$ cat config.mk
export PLATFORM = sky130hd
export DESIGN_NAME = data_mem_arbiter_flat
export DESIGN_NICKNAME = d
export VERILOG_FILES = /design/src/rtl/data_mem_arbiter_if.sv /design/src/rtl/data_mem_arbiter.sv /design/src/flat_wrapper.sv
export SDC_FILE = /design/constraint.sdc
export NUM_CORES = 1
export LEC_CHECK = 0
export CAP_MARGIN = 0
export CORE_ASPECT_RATIO = 1.4
export CORE_MARGIN = 1
export CORE_UTILIZATION = 33
export CTS_CLUSTER_SIZE = 24
export DETAILED_ROUTE_END_ITERATION = 8
export PLACE_DENSITY = 0.77
export SETUP_SLACK_MARGIN = 0.4
export SLEW_MARGIN = 5
export SYNTH_ARGS = -nofsm -noshare
export SYNTH_HDL_FRONTEND = slang
export SYNTH_SLANG_ARGS = --single-unit
export TNS_END_PERCENT = 100
$ cat constraint.sdc
create_clock -name clock -period 2 [get_ports clock]
set_input_delay 0.2 -clock clock [delete_from_list [all_inputs] [get_ports clock]]
set_output_delay 0.2 -clock clock [all_outputs]
set_load 0.005 [all_outputs]
$ cat src/rtl/data_mem_arbiter_if.sv
// Signal bundle shared by the CPU and debug requesters, the data memory arbiter and the data memory.
interface data_mem_arbiter_if #(
    parameter int unsigned ADDR_W = 18,
    parameter int unsigned DATA_W = 32
);
    logic              cpu_req;
    logic              cpu_we;
    logic              cpu_byte;
    logic [ADDR_W-1:0] cpu_addr;
    logic [DATA_W-1:0] cpu_wdata;
    logic [DATA_W-1:0] cpu_rdata;
    logic              cpu_ack;
    logic              cpu_stall;

    logic              dbg_req;
    logic              dbg_we;
    logic              dbg_byte;
    logic [ADDR_W-1:0] dbg_addr;
    logic [DATA_W-1:0] dbg_wdata;
    logic [DATA_W-1:0] dbg_rdata;
    logic              dbg_ack;

    logic              mem_read;
    logic              mem_write;
    logic              mem_byte;
    logic [ADDR_W-1:0] mem_addr;
    logic [DATA_W-1:0] mem_wdata;
    logic [DATA_W-1:0] mem_rdata;

    modport slave (
        input  cpu_req, cpu_we, cpu_byte, cpu_addr, cpu_wdata,
        output cpu_rdata, cpu_ack, cpu_stall,
        input  dbg_req, dbg_we, dbg_byte, dbg_addr, dbg_wdata,
        output dbg_rdata, dbg_ack,
        output mem_read, mem_write, mem_byte, mem_addr, mem_wdata,
        input  mem_rdata
    );

    modport master (
        output cpu_req, cpu_we, cpu_byte, cpu_addr, cpu_wdata,
        input  cpu_rdata, cpu_ack, cpu_stall,
        output dbg_req, dbg_we, dbg_byte, dbg_addr, dbg_wdata,
        input  dbg_rdata, dbg_ack,
        input  mem_read, mem_write, mem_byte, mem_addr, mem_wdata,
        output mem_rdata
    );
endinterface

$ cat src/rtl/data_mem_arbiter.sv
// Registered req/ack engine sharing the data memory between the CPU load/store path and a debug port.
// Tie-break: define DATA_MEM_ARB_RR_EN for round-robin; otherwise the CPU has fixed priority.
module data_mem_arbiter #(
    parameter int unsigned ADDR_W  = 18,
    parameter int unsigned DATA_W  = 32,
    parameter int unsigned MEM_LAT = 1
) (
    input  logic              clock,
    input  logic              reset_n,
    data_mem_arbiter_if.slave bus
);
    typedef enum logic [1:0] {IDLE, ISSUE, WAIT, RESP} state_e;
    typedef enum logic {OWN_CPU, OWN_DBG} owner_e;

    localparam logic [3:0] CNT_INIT = 4'(MEM_LAT - 1);

    state_e            state_q;
    owner_e            owner_q;
    logic              we_q;
    logic [3:0]        cnt_q;
    logic              mem_read_q;
    logic              mem_write_q;
    logic              mem_byte_q;
    logic [ADDR_W-1:0] mem_addr_q;
    logic [DATA_W-1:0] mem_wdata_q;
    logic [DATA_W-1:0] cpu_rdata_q;
    logic [DATA_W-1:0] dbg_rdata_q;
    logic              cpu_ack_q;
    logic              dbg_ack_q;

    logic              grant_dbg_d;
    logic              sel_we_d;
    logic              sel_byte_d;
    logic [ADDR_W-1:0] sel_addr_d;
    logic [DATA_W-1:0] sel_wdata_d;

    always_comb begin
        grant_dbg_d = 1'b0;
`ifdef DATA_MEM_ARB_RR_EN
        if (bus.dbg_req && (!bus.cpu_req || owner_q == OWN_CPU)) grant_dbg_d = 1'b1;
`else
        if (bus.dbg_req && !bus.cpu_req) grant_dbg_d = 1'b1;
`endif
        sel_we_d    = grant_dbg_d ? bus.dbg_we    : bus.cpu_we;
        sel_byte_d  = grant_dbg_d ? bus.dbg_byte  : bus.cpu_byte;
        sel_addr_d  = grant_dbg_d ? bus.dbg_addr  : bus.cpu_addr;
        sel_wdata_d = grant_dbg_d ? bus.dbg_wdata : bus.cpu_wdata;
    end

    // Memory outputs are registered, so the IDLE->ISSUE edge loads them for the ISSUE cycle.
    always_ff @(posedge clock or negedge reset_n) begin
        if (!reset_n) begin
            state_q     <= IDLE;
            owner_q     <= OWN_DBG;
            we_q        <= 1'b0;
            cnt_q       <= '0;
            mem_read_q  <= 1'b0;
            mem_write_q <= 1'b0;
            mem_byte_q  <= 1'b0;
            mem_addr_q  <= '0;
            mem_wdata_q <= '0;
            cpu_rdata_q <= '0;
            dbg_rdata_q <= '0;
            cpu_ack_q   <= 1'b0;
            dbg_ack_q   <= 1'b0;
        end else begin
            cpu_ack_q   <= 1'b0;
            dbg_ack_q   <= 1'b0;
            mem_read_q  <= 1'b0;
            mem_write_q <= 1'b0;
            case (state_q)
                IDLE: begin
                    if (bus.cpu_req || bus.dbg_req) begin
                        owner_q     <= grant_dbg_d ? OWN_DBG : OWN_CPU;
                        we_q        <= sel_we_d;
                        mem_read_q  <= ~sel_we_d;
                        mem_write_q <= sel_we_d;
                        mem_byte_q  <= sel_byte_d;
                        mem_addr_q  <= sel_addr_d;
                        mem_wdata_q <= sel_wdata_d;
                        cnt_q       <= CNT_INIT;
                        state_q     <= ISSUE;
                    end
                end
                ISSUE, WAIT: begin
                    if (cnt_q == '0) begin
                        state_q <= RESP;
                        if (owner_q == OWN_DBG) begin
                            dbg_ack_q <= 1'b1;
                            if (!we_q) dbg_rdata_q <= bus.mem_rdata;
                        end else begin
                            cpu_ack_q <= 1'b1;
                            if (!we_q) cpu_rdata_q <= bus.mem_rdata;
                        end
                    end else begin
                        state_q <= WAIT;
                        cnt_q   <= cnt_q - 4'd1;
                    end
                end
                RESP:    state_q <= IDLE;
                default: state_q <= IDLE;
            endcase
        end
    end

    assign bus.mem_read  = mem_read_q;
    assign bus.mem_write = mem_write_q;
    assign bus.mem_byte  = mem_byte_q;
    assign bus.mem_addr  = mem_addr_q;
    assign bus.mem_wdata = mem_wdata_q;
    assign bus.cpu_rdata = cpu_rdata_q;
    assign bus.dbg_rdata = dbg_rdata_q;
    assign bus.cpu_ack   = cpu_ack_q;
    assign bus.dbg_ack   = dbg_ack_q;
    assign bus.cpu_stall = bus.cpu_req & ~cpu_ack_q;
endmodule

$ cat src/flat_wrapper.sv
// flat-port wrapper written by rule: the top's interface ports become plain ports
module data_mem_arbiter_flat 
#(
    parameter int unsigned ADDR_W  = 18,
    parameter int unsigned DATA_W  = 32,
    parameter int unsigned MEM_LAT = 1
)
  (clock, reset_n, bus_cpu_req, bus_cpu_we, bus_cpu_byte, bus_cpu_addr, bus_cpu_wdata, bus_cpu_rdata, bus_cpu_ack, bus_cpu_stall, bus_dbg_req, bus_dbg_we, bus_dbg_byte, bus_dbg_addr, bus_dbg_wdata, bus_dbg_rdata, bus_dbg_ack, bus_mem_read, bus_mem_write, bus_mem_byte, bus_mem_addr, bus_mem_wdata, bus_mem_rdata);
  data_mem_arbiter_if #(.ADDR_W(ADDR_W), .DATA_W(DATA_W)) bus_i ();
  input  logic clock;
  input  logic reset_n;
  input wire logic [$bits(bus_i.cpu_req)-1:0] bus_cpu_req;
  input wire logic [$bits(bus_i.cpu_we)-1:0] bus_cpu_we;
  input wire logic [$bits(bus_i.cpu_byte)-1:0] bus_cpu_byte;
  input wire logic [$bits(bus_i.cpu_addr)-1:0] bus_cpu_addr;
  input wire logic [$bits(bus_i.cpu_wdata)-1:0] bus_cpu_wdata;
  output wire logic [$bits(bus_i.cpu_rdata)-1:0] bus_cpu_rdata;
  output wire logic [$bits(bus_i.cpu_ack)-1:0] bus_cpu_ack;
  output wire logic [$bits(bus_i.cpu_stall)-1:0] bus_cpu_stall;
  input wire logic [$bits(bus_i.dbg_req)-1:0] bus_dbg_req;
  input wire logic [$bits(bus_i.dbg_we)-1:0] bus_dbg_we;
  input wire logic [$bits(bus_i.dbg_byte)-1:0] bus_dbg_byte;
  input wire logic [$bits(bus_i.dbg_addr)-1:0] bus_dbg_addr;
  input wire logic [$bits(bus_i.dbg_wdata)-1:0] bus_dbg_wdata;
  output wire logic [$bits(bus_i.dbg_rdata)-1:0] bus_dbg_rdata;
  output wire logic [$bits(bus_i.dbg_ack)-1:0] bus_dbg_ack;
  output wire logic [$bits(bus_i.mem_read)-1:0] bus_mem_read;
  output wire logic [$bits(bus_i.mem_write)-1:0] bus_mem_write;
  output wire logic [$bits(bus_i.mem_byte)-1:0] bus_mem_byte;
  output wire logic [$bits(bus_i.mem_addr)-1:0] bus_mem_addr;
  output wire logic [$bits(bus_i.mem_wdata)-1:0] bus_mem_wdata;
  input wire logic [$bits(bus_i.mem_rdata)-1:0] bus_mem_rdata;
  assign bus_i.cpu_req = bus_cpu_req;
  assign bus_i.cpu_we = bus_cpu_we;
  assign bus_i.cpu_byte = bus_cpu_byte;
  assign bus_i.cpu_addr = bus_cpu_addr;
  assign bus_i.cpu_wdata = bus_cpu_wdata;
  assign bus_cpu_rdata = bus_i.cpu_rdata;
  assign bus_cpu_ack = bus_i.cpu_ack;
  assign bus_cpu_stall = bus_i.cpu_stall;
  assign bus_i.dbg_req = bus_dbg_req;
  assign bus_i.dbg_we = bus_dbg_we;
  assign bus_i.dbg_byte = bus_dbg_byte;
  assign bus_i.dbg_addr = bus_dbg_addr;
  assign bus_i.dbg_wdata = bus_dbg_wdata;
  assign bus_dbg_rdata = bus_i.dbg_rdata;
  assign bus_dbg_ack = bus_i.dbg_ack;
  assign bus_mem_read = bus_i.mem_read;
  assign bus_mem_write = bus_i.mem_write;
  assign bus_mem_byte = bus_i.mem_byte;
  assign bus_mem_addr = bus_i.mem_addr;
  assign bus_mem_wdata = bus_i.mem_wdata;
  assign bus_i.mem_rdata = bus_mem_rdata;
  data_mem_arbiter #(.ADDR_W(ADDR_W), .DATA_W(DATA_W), .MEM_LAT(MEM_LAT)) u_core (.clock(clock), .reset_n(reset_n), .bus(bus_i));
endmodule
==> results of run 1 <==
-- area by class of cell --
class                           count  area [µm²]
Fill cell                        1242        6350
Sequential cell                   127        3180
Timing Repair Buffer              291        3000
Multi-Input combinational cell    254        2180
Clock buffer                       17         425
Tap cell                          196         245
Clock inverter                     15         210
Inverter                            5        18.8
-- cell families after synthesis --
group	count (synthesis)	synth area share
DFF	127	0.600
muxes	120	0.242
and+or+nand+nor	69	0.0614
AOI/OAI and AO/OA	61	0.0602
buffers and inverters	28	0.0265
adders and majority gates	4	0.00945
-- how the worst max path moves through the flow --
stage          slack [ns]                        to              start
2_1_floorplan        0.12   u_core.bus.cpu_rdata[0]  u_core.state_q[1]
3_3_place_gp         0.08   u_core.bus.cpu_rdata[6]  u_core.state_q[1]
3_5_place_dp        0.009  u_core.bus.cpu_rdata[29]  u_core.state_q[1]
4_1_cts              0.11  u_core.bus.cpu_rdata[13]  u_core.state_q[0]
5_1_grt             0.006   u_core.bus.cpu_rdata[9]  u_core.state_q[1]
6_report             0.07   u_core.bus.cpu_rdata[9]  u_core.state_q[0]
-- per-layer routing --
layer	GRT usage	vias up
met5	0	-
met3	0.0553	21
met1	0.196	2034
met2	0.345	199
met4	0.0695	0
li1	-	2004
-- stage by stage --
step | instance area [µm²] | power, µW | hold slack [ns]
after floorplan | 5320 | 6670 | -0.0956
after global placement | 8190 | 9770 | 0.159
after detailed placement | 8190 | 10000 | 0.161
after CTS | 9130 | 13900 | 0.265
after global routing | 9260 | 15000 | 0.297
final | 9260 | 14100 | 0.289
-- power breakdown --
group | switching [µW] | total [µW] | internal, µW
sequential | 737 | 4600 | 3870
combinational | 2140 | 6160 | 4020
clock | 1190 | 3300 | 2110
total | 4070 | 14100 | 9990
-- registers in the layout, indices dropped and copies added, names as in the netlist --
signal	count
u_core.bus.cpu_ack	1
u_core.bus.mem_wdata	32
u_core.bus.mem_write	1
u_core.bus.dbg_rdata	32
u_core.bus.mem_read	1
u_core.bus.dbg_ack	1
u_core.owner_q	1
u_core.cnt_q	4
u_core.bus.mem_byte	1
u_core.state_q	2
u_core.bus.mem_addr	18
u_core.bus.cpu_rdata	32
u_core.we_q	1
-- cells in the final DEF, fill, tap and decap left out, drive strengths merged --
cell,synthesis,layout
a21oi,3,3
dfstp,1,1
inv,5,8
ha,4,4
a21bo,1,1
nand4b,1,1
or3,1,1
or4,1,1
nand2,53,53
bufinv,0,4
o21ai,54,54
nor3,2,2
dlygate4sd2,0,2
nand3,1,1
dfrtp,126,126
nor3b,2,2
and4bb,1,1
nand2b,2,2
nor2,1,1
buf,18,31
mux2,65,65
mux2i,55,55
clkinv,0,7
and2,1,1
o31ai,1,1
nor2b,3,3
clkinvlp,0,1
clkbuf,5,18
o41ai,1,1
clkdlybuf4s50,0,256
o211ai,1,1
dlygate4sd3,0,1
-- what timing repair did --
| action | CTS | global route |
|---|---|---|
| hold buffers | 1 | 0 |
| gates resized for setup | 32 | 17 |
| endpoints found under the setup margin | 70 | 105 |
| buffers inserted | 12 | 3 |
| pin swaps | 3 | 3 |
| hold endpoints to repair | 28 | 0 |
| cloned | 4 | 1 |
==> metrics.md, run 1 <==
| Metric | Value |
|---|---|
| Status | `complete, no violations` |
| Ys flop type | `dfrtp_1` |
| Die width | `109 µm` |
| Synth top area share | `0.595` |
| CTS sink cnt | `roughly 130` |
| Leak Pwr | `0.00419 µW` |
| Worst slew pin tran | `around 0.42 ns` |
| CP delay by family, top | `simple AND/OR/NAND/NOR gates` |
| Reg clk slew, reported paths | `approximately 0.060 ns` |
| CTS tree | `built` |
| Cell count along the critical path | `7` |
| Max Clock Freq | `0.519 GHz` |
| Met3 WL post-DR | `1.15 mm` |
| Cells after synthesis | `409` |
| Starting Density | `0.339` |
| RePlAce Congestion | `approximately 0.8` |
| Root buffer cell | `clkbuf_16` |
| WL met1 | `roughly 5.7 mm` |
| Fin util | `0.593` |
| Pre-antenna DRT Iters | `4` |
| I/O pins | `260` |
| WL/cell | `between 15 and 20 µm` |
| N_diodes | `0` |
| Slew Viols, Final | `0` |
| Clk_skew | `around 0.010 ns` |
| Hold crit path type | `input port to async pin` |
| Synth area leaders | `dfrtp_1, mux2_2, mux2i_1` |
| Top sig layer | `met4` |
| Crit. End Element | `flop` |
| Number of synthesized flops with an enable pin | `0` |
| Layout Nets | `840` |
| Initial drt markers | `90` |
| Critical path's slowest cell | `dfrtp_1` |
| Final setup TNS | `0 ns` |
| Worst Path Buf+Inv | `3` |
| CP max stage delay | `roughly 0.36 ns` |
| Post-synthesis sequential area ratio | `0.600` |
| Detail Route Antenna Nets | `0` |
| Area grow syn2layout | `74.8%` |
| Most numerous cell in the Yosys netlist | `dfrtp_1` |
| Grt total ovfl | `0` |
| FF-to-FF End | `u_core.bus.cpu_rdata[9]` |
| Flop-to-flop setup slack | `between 0.07 and 0.08 ns` |
| Syn. warnings | `0` |
| Critical path launch point type | `flop` |
| Pin count of the biggest net entering global routing | `about 110` |
| Number of synthesized register bits | `between 100 and 150` |
| Syn_nets | `between 500 and 600` |
| Reg2Reg Depth | `7` |
| Core Area | `about 16000 µm²` |
| Avg Cell Area, Syn | `12.9 µm²` |
| Fin crit period | `1.93 ns` |
| Tot GR Track Use | `0.188` |
| DP Worst Slack | `about 0.0088 ns` |
| Final HPWL DP | `around 10 mm` |
| Vias per inst | `around 4.7` |
| Worst-skew pair later-pin latency | `0.41 ns` |
| Vias in the first global route | `around 4600` |
| Crit path cell chain | `inv_2 -> ha_4 -> and4bb_4 -> nor3b_4 -> buf_6 -> clkbuf_16 -> mux2_4` |
| Final Cycle Share | `0.963` |
| Ratio of cells with drive above 1 in the final layout | `0.207` |
| H-tree levels | `4` |
| Num CTS Buffers | `17` |
| IO buf count | `approximately 260` |
| Req. time, crit path | `roughly 2.3 ns` |
| Row Count | `54` |
| Clock buffer depth | `2` |
| Cell taking the most area after synthesis | `dfrtp_1` |
| Final setup margin | `0.0735 ns` |
| Max-cap check violation count | `0` |
| Die area | `around 17000 µm²` |
| Die height | `roughly 150 µm` |
| WP data arrival | `roughly 2.2 ns` |
| Post-Layout Cell Count | `a little over 900` |
| Placed Instances | `between 800 and 900` |
| Pwr/cell area | `approximately 1500 nW/µm²` |
| First-pass GRT wire length | `roughly 24 mm` |
| WS Path Type | `flop to flop` |
| Peak VDD IR | `0.000884 V` |
| Final hold violation count | `0` |
| Met2 Wirelength | `~8.1 mm` |
| Vias post-DR | `4258` |
| Async S/R FF share, synth | `1.00` |
| Post-synth top cells | `dfrtp_1, mux2_2, mux2i_1` |
| Final Setup Violations | `0` |
| Post-synth cell types | `30` |
| Unrepaired setup endpoints after global routing | `yes` |
| Crit-path max FO | `8` |
| Wirelength, routed | `around 15 mm` |
| DRC viols | `0` |
| Reg2Reg Launch Point | `u_core.state_q[0]` |
| Syn Std Cell Area | `5300 µm²` |
| Slew HR | `0.720` |
| Antenna violations before repair | `0` |
No activity file was read; power rests on OpenSTA's default activity.
==> run 2: changes to the inputs <==
--- a/config.mk
+++ b/config.mk
@@ -7,7 +7,7 @@
 export LEC_CHECK = 0
 export CAP_MARGIN = 0
 export CORE_ASPECT_RATIO = 1.4
-export CORE_MARGIN = 1
+export CORE_MARGIN = 3
 export CORE_UTILIZATION = 33
 export CTS_CLUSTER_SIZE = 24
 export DETAILED_ROUTE_END_ITERATION = 8
==> metrics.md, run 2 (synthesized netlist as in run 1, its figures left out) <==
| Metric | Value |
|---|---|
| FF-to-FF End | `u_core.bus.dbg_rdata[0]` |
| Leak Pwr | `0.00432 µW (+3.1%)` |
| WP data arrival | `2.22 ns (about the same)` |
| First-pass GRT wire length | `24.5 mm (+4.1%)` |
| Final Total Pwr | `14800 µW (+5.3%)` |
| Cell count along the critical path | `8 (+1)` |
| Die area | `17600 µm² (+6.4%)` |
| CTS sink cnt | `127 (unchanged)` |
| N_diodes | `0 (unchanged)` |
| Pwr/cell area | `1560 nW/µm² (+2.6%)` |
| Worst-skew pair later-pin latency | `0.41 ns (about the same)` |
| Die width | `113 µm (+3.7%)` |
| Initial drt markers | `173 (+92%)` |
| RePlAce Congestion | `0.804 (+2.1%)` |
| WHS | `0.139 ns (-0.150 ns)` |
| Critical path launch point type | `flop` |
| Row Count | `54 (unchanged)` |
| Req. time, crit path | `2.29 ns (about the same)` |
| Slew HR | `0.657 (-0.0632)` |
| Crit path cell chain | `inv_2 -> ha_4 -> and4bb_4 -> buf_4 -> nand3_4 -> buf_4 -> buf_16 -> mux2_2` |
| Crit-path max FO | `8 (unchanged)` |
| Critical path's slowest cell | `dfrtp_1` |
| CTS tree | `built` |
| Unrepaired setup endpoints after global routing | `yes` |
| Ratio of cells with drive above 1 in the final layout | `0.221 (+0.0132)` |
| CP max stage delay | `0.37 ns (about the same)` |
| Max-cap check violation count | `0 (unchanged)` |
| Pre-antenna DRT Iters | `6 (+2)` |
| WL/cell | `19.4 µm (+15%)` |
| Final Setup Violations | `0 (unchanged)` |
| Root buffer cell | `clkbuf_16` |
| Worst slew pin tran | `0.514 ns (+0.0947 ns)` |
| H-tree levels | `4 (unchanged)` |
| Internal power | `10400 µW (+3.8%)` |
| Switching Power | `4440 µW (+9.1%)` |
| Antenna violations before repair | `0 (unchanged)` |
| Crit. End Element | `flop` |
| Clk pwr share | `0.229 (-0.005)` |
| Die height | `156 µm (+2.6%)` |
| Flop-to-flop setup slack | `0.07 ns (about the same)` |
| Grt total ovfl | `0 (unchanged)` |
| Status | `complete, no violations` |
| Final setup TNS | `0 ns (unchanged)` |
| Hold crit path type | `input port to async pin` |
| Fin crit period | `1.93 ns (+0.00685 ns)` |
| Final HPWL DP | `11.1 mm (+7.2%)` |
| Sequential share of power | `0.312 (-0.015)` |
| I/O pins | `260 (unchanged)` |
| Fill cell count | `1253 (+0.89%)` |
| Starting Density | `0.338 (-0.00146)` |
| Wirelength, routed | `17.8 mm (+17%)` |
| Clock buffer depth | `2 (unchanged)` |
| Combinational share of power | `0.459 (+0.021)` |
| Tot GR Track Use | `0.179 (-0.00949)` |
| Max Clock Freq | `0.517 GHz (-0.35%)` |
| Worst Path Buf+Inv | `4 (+1)` |
| Layout Nets | `852 (+1.4%)` |
| WS Path Type | `flop to flop` |
| Area grow syn2layout | `79.4%` |
| Final hold violation count | `0 (unchanged)` |
| DRC viols | `0 (unchanged)` |
| Setup crit start | `u_core.state_q[0]` |
| IO buf count | `259 (unchanged)` |
| Peak VDD IR | `0.000728 V (-18%)` |
| Vias post-DR | `4452 (+4.6%)` |
| Clk_skew | `0.00854 ns (-0.00169 ns)` |
| CP delay by family, top | `buffers and inverters` |
| Reg2Reg Launch Point | `u_core.state_q[0]` |
| Most frequent cells in the layout | `clkdlybuf4s50_1, dfrtp_1, mux2i_1, nand2_1, o21ai_0` |
| Detail Route Antenna Nets | `0 (unchanged)` |
| Worst Setup EP | `u_core.bus.dbg_rdata[0]` |
| Core Area | `15700 µm² (+0.43%)` |
| Switch share | `0.300 (+0.0103)` |
| Vias in the first global route | `4680 (+2.7%)` |
| Reg2Reg Depth | `8 (+1)` |
| Num CTS Buffers | `17 (unchanged)` |
| Slew Viols, Final | `0 (unchanged)` |
| Final Cycle Share | `0.967 (+0.00343)` |
| Vias per inst | `4.85 (+3.2%)` |
| CP most frequent cell | `buf_4` |
| Most common cell after layout, fill and taps aside | `clkdlybuf4s50_1` |
| Reg clk slew, reported paths | `0.06 ns (about the same)` |
| Pin count of the biggest net entering global routing | `103 (-2.8%)` |
[run 2: cell types whose count changed in the layout (fill, tap and decap cells not counted), moves of 2 or more]
cell       change
o21ai_0       -14
o21ai_1       +13
clkbuf_16      +5
inv_6          +5
clkinv_4       -4
buf_12         +3
buf_8          +3
buf_6          +2
clkinv_2       -2
[run 2: power groups by stage]
stage,Combinational (µW),Clock [µW],Sequential (µW)
floorplan,2050,0,4620
global placement,5250,0,4540
detailed placement,5440,0,4620
CTS,5940,3480,4580
global route,7310,3590,4760
finish,6800,3390,4620
[run 2: layout make-up]
class | instances | area [µm²] | share of cell area
well taps | 196 | 245 | 0.0258
clock inverters | 15 | 220 | 0.0232
inverters | 5 | 18.8 | 0.00197
multi-input cells | 254 | 2170 | 0.228
repair buffers | 303 | 3250 | 0.342
clock buffers | 17 | 425 | 0.0448
flip-flops and latches | 127 | 3180 | 0.335
[run 2: what timing repair did]
action                                 4_1_cts  5_1_grt
pin swaps                                    1        2
endpoints found under the hold margin      126        0
cloned                                       4       12
setup buffers                               10        8
hold buffers                                 1        0
setup endpoints to repair                   70      121
gates resized for setup                     30       48
[run 2: stage by stage]
stage,setup WS (ns),cells,util,area [µm²]
2_1_floorplan,0.116,409,-,5320
3_3_place_gp,0.0775,850,0.521,8170
3_5_place_dp,0.00428,850,0.521,8170
4_1_cts,0.117,897,0.581,9100
5_1_grt,0.0188,917,0.606,9500
6_report,0.0667,917,0.606,9500
[run 2: per-layer routing]
metal,track usage,part of all wire,vias to the layer above
li1,-,-,2037
met1,0.194,0.36,2130
met2,0.318,0.52,240
met3,0.0598,0.080,45
met4,0.0716,0.037,0
met5,0,0,-
[run 2: worst min-delay path by stage]
stage	start	to	slack (ns)	cells past startpoint
after floorplan	reset_n	u_core.bus.cpu_ack	-0.1	0
after global placement	reset_n	u_core.bus.cpu_rdata[5]	0.01	1
final	reset_n	u_core.bus.cpu_rdata[5]	0.14	2
after CTS	reset_n	u_core.bus.cpu_rdata[5]	0.12	2
after global routing	reset_n	u_core.bus.cpu_rdata[9]	0.12	2
after detailed placement	reset_n	u_core.bus.dbg_rdata[3]	0.02	1
[run 2: worst register-to-register path: stages (launching register included)]
cell,delay (ns)
dfrtp_1,0.37
inv_2,0.07
ha_4,0.27
and4bb_4,0.23
buf_4,0.17
nand3_4,0.11
buf_4,0.17
buf_16,0.14
mux2_2,0.27
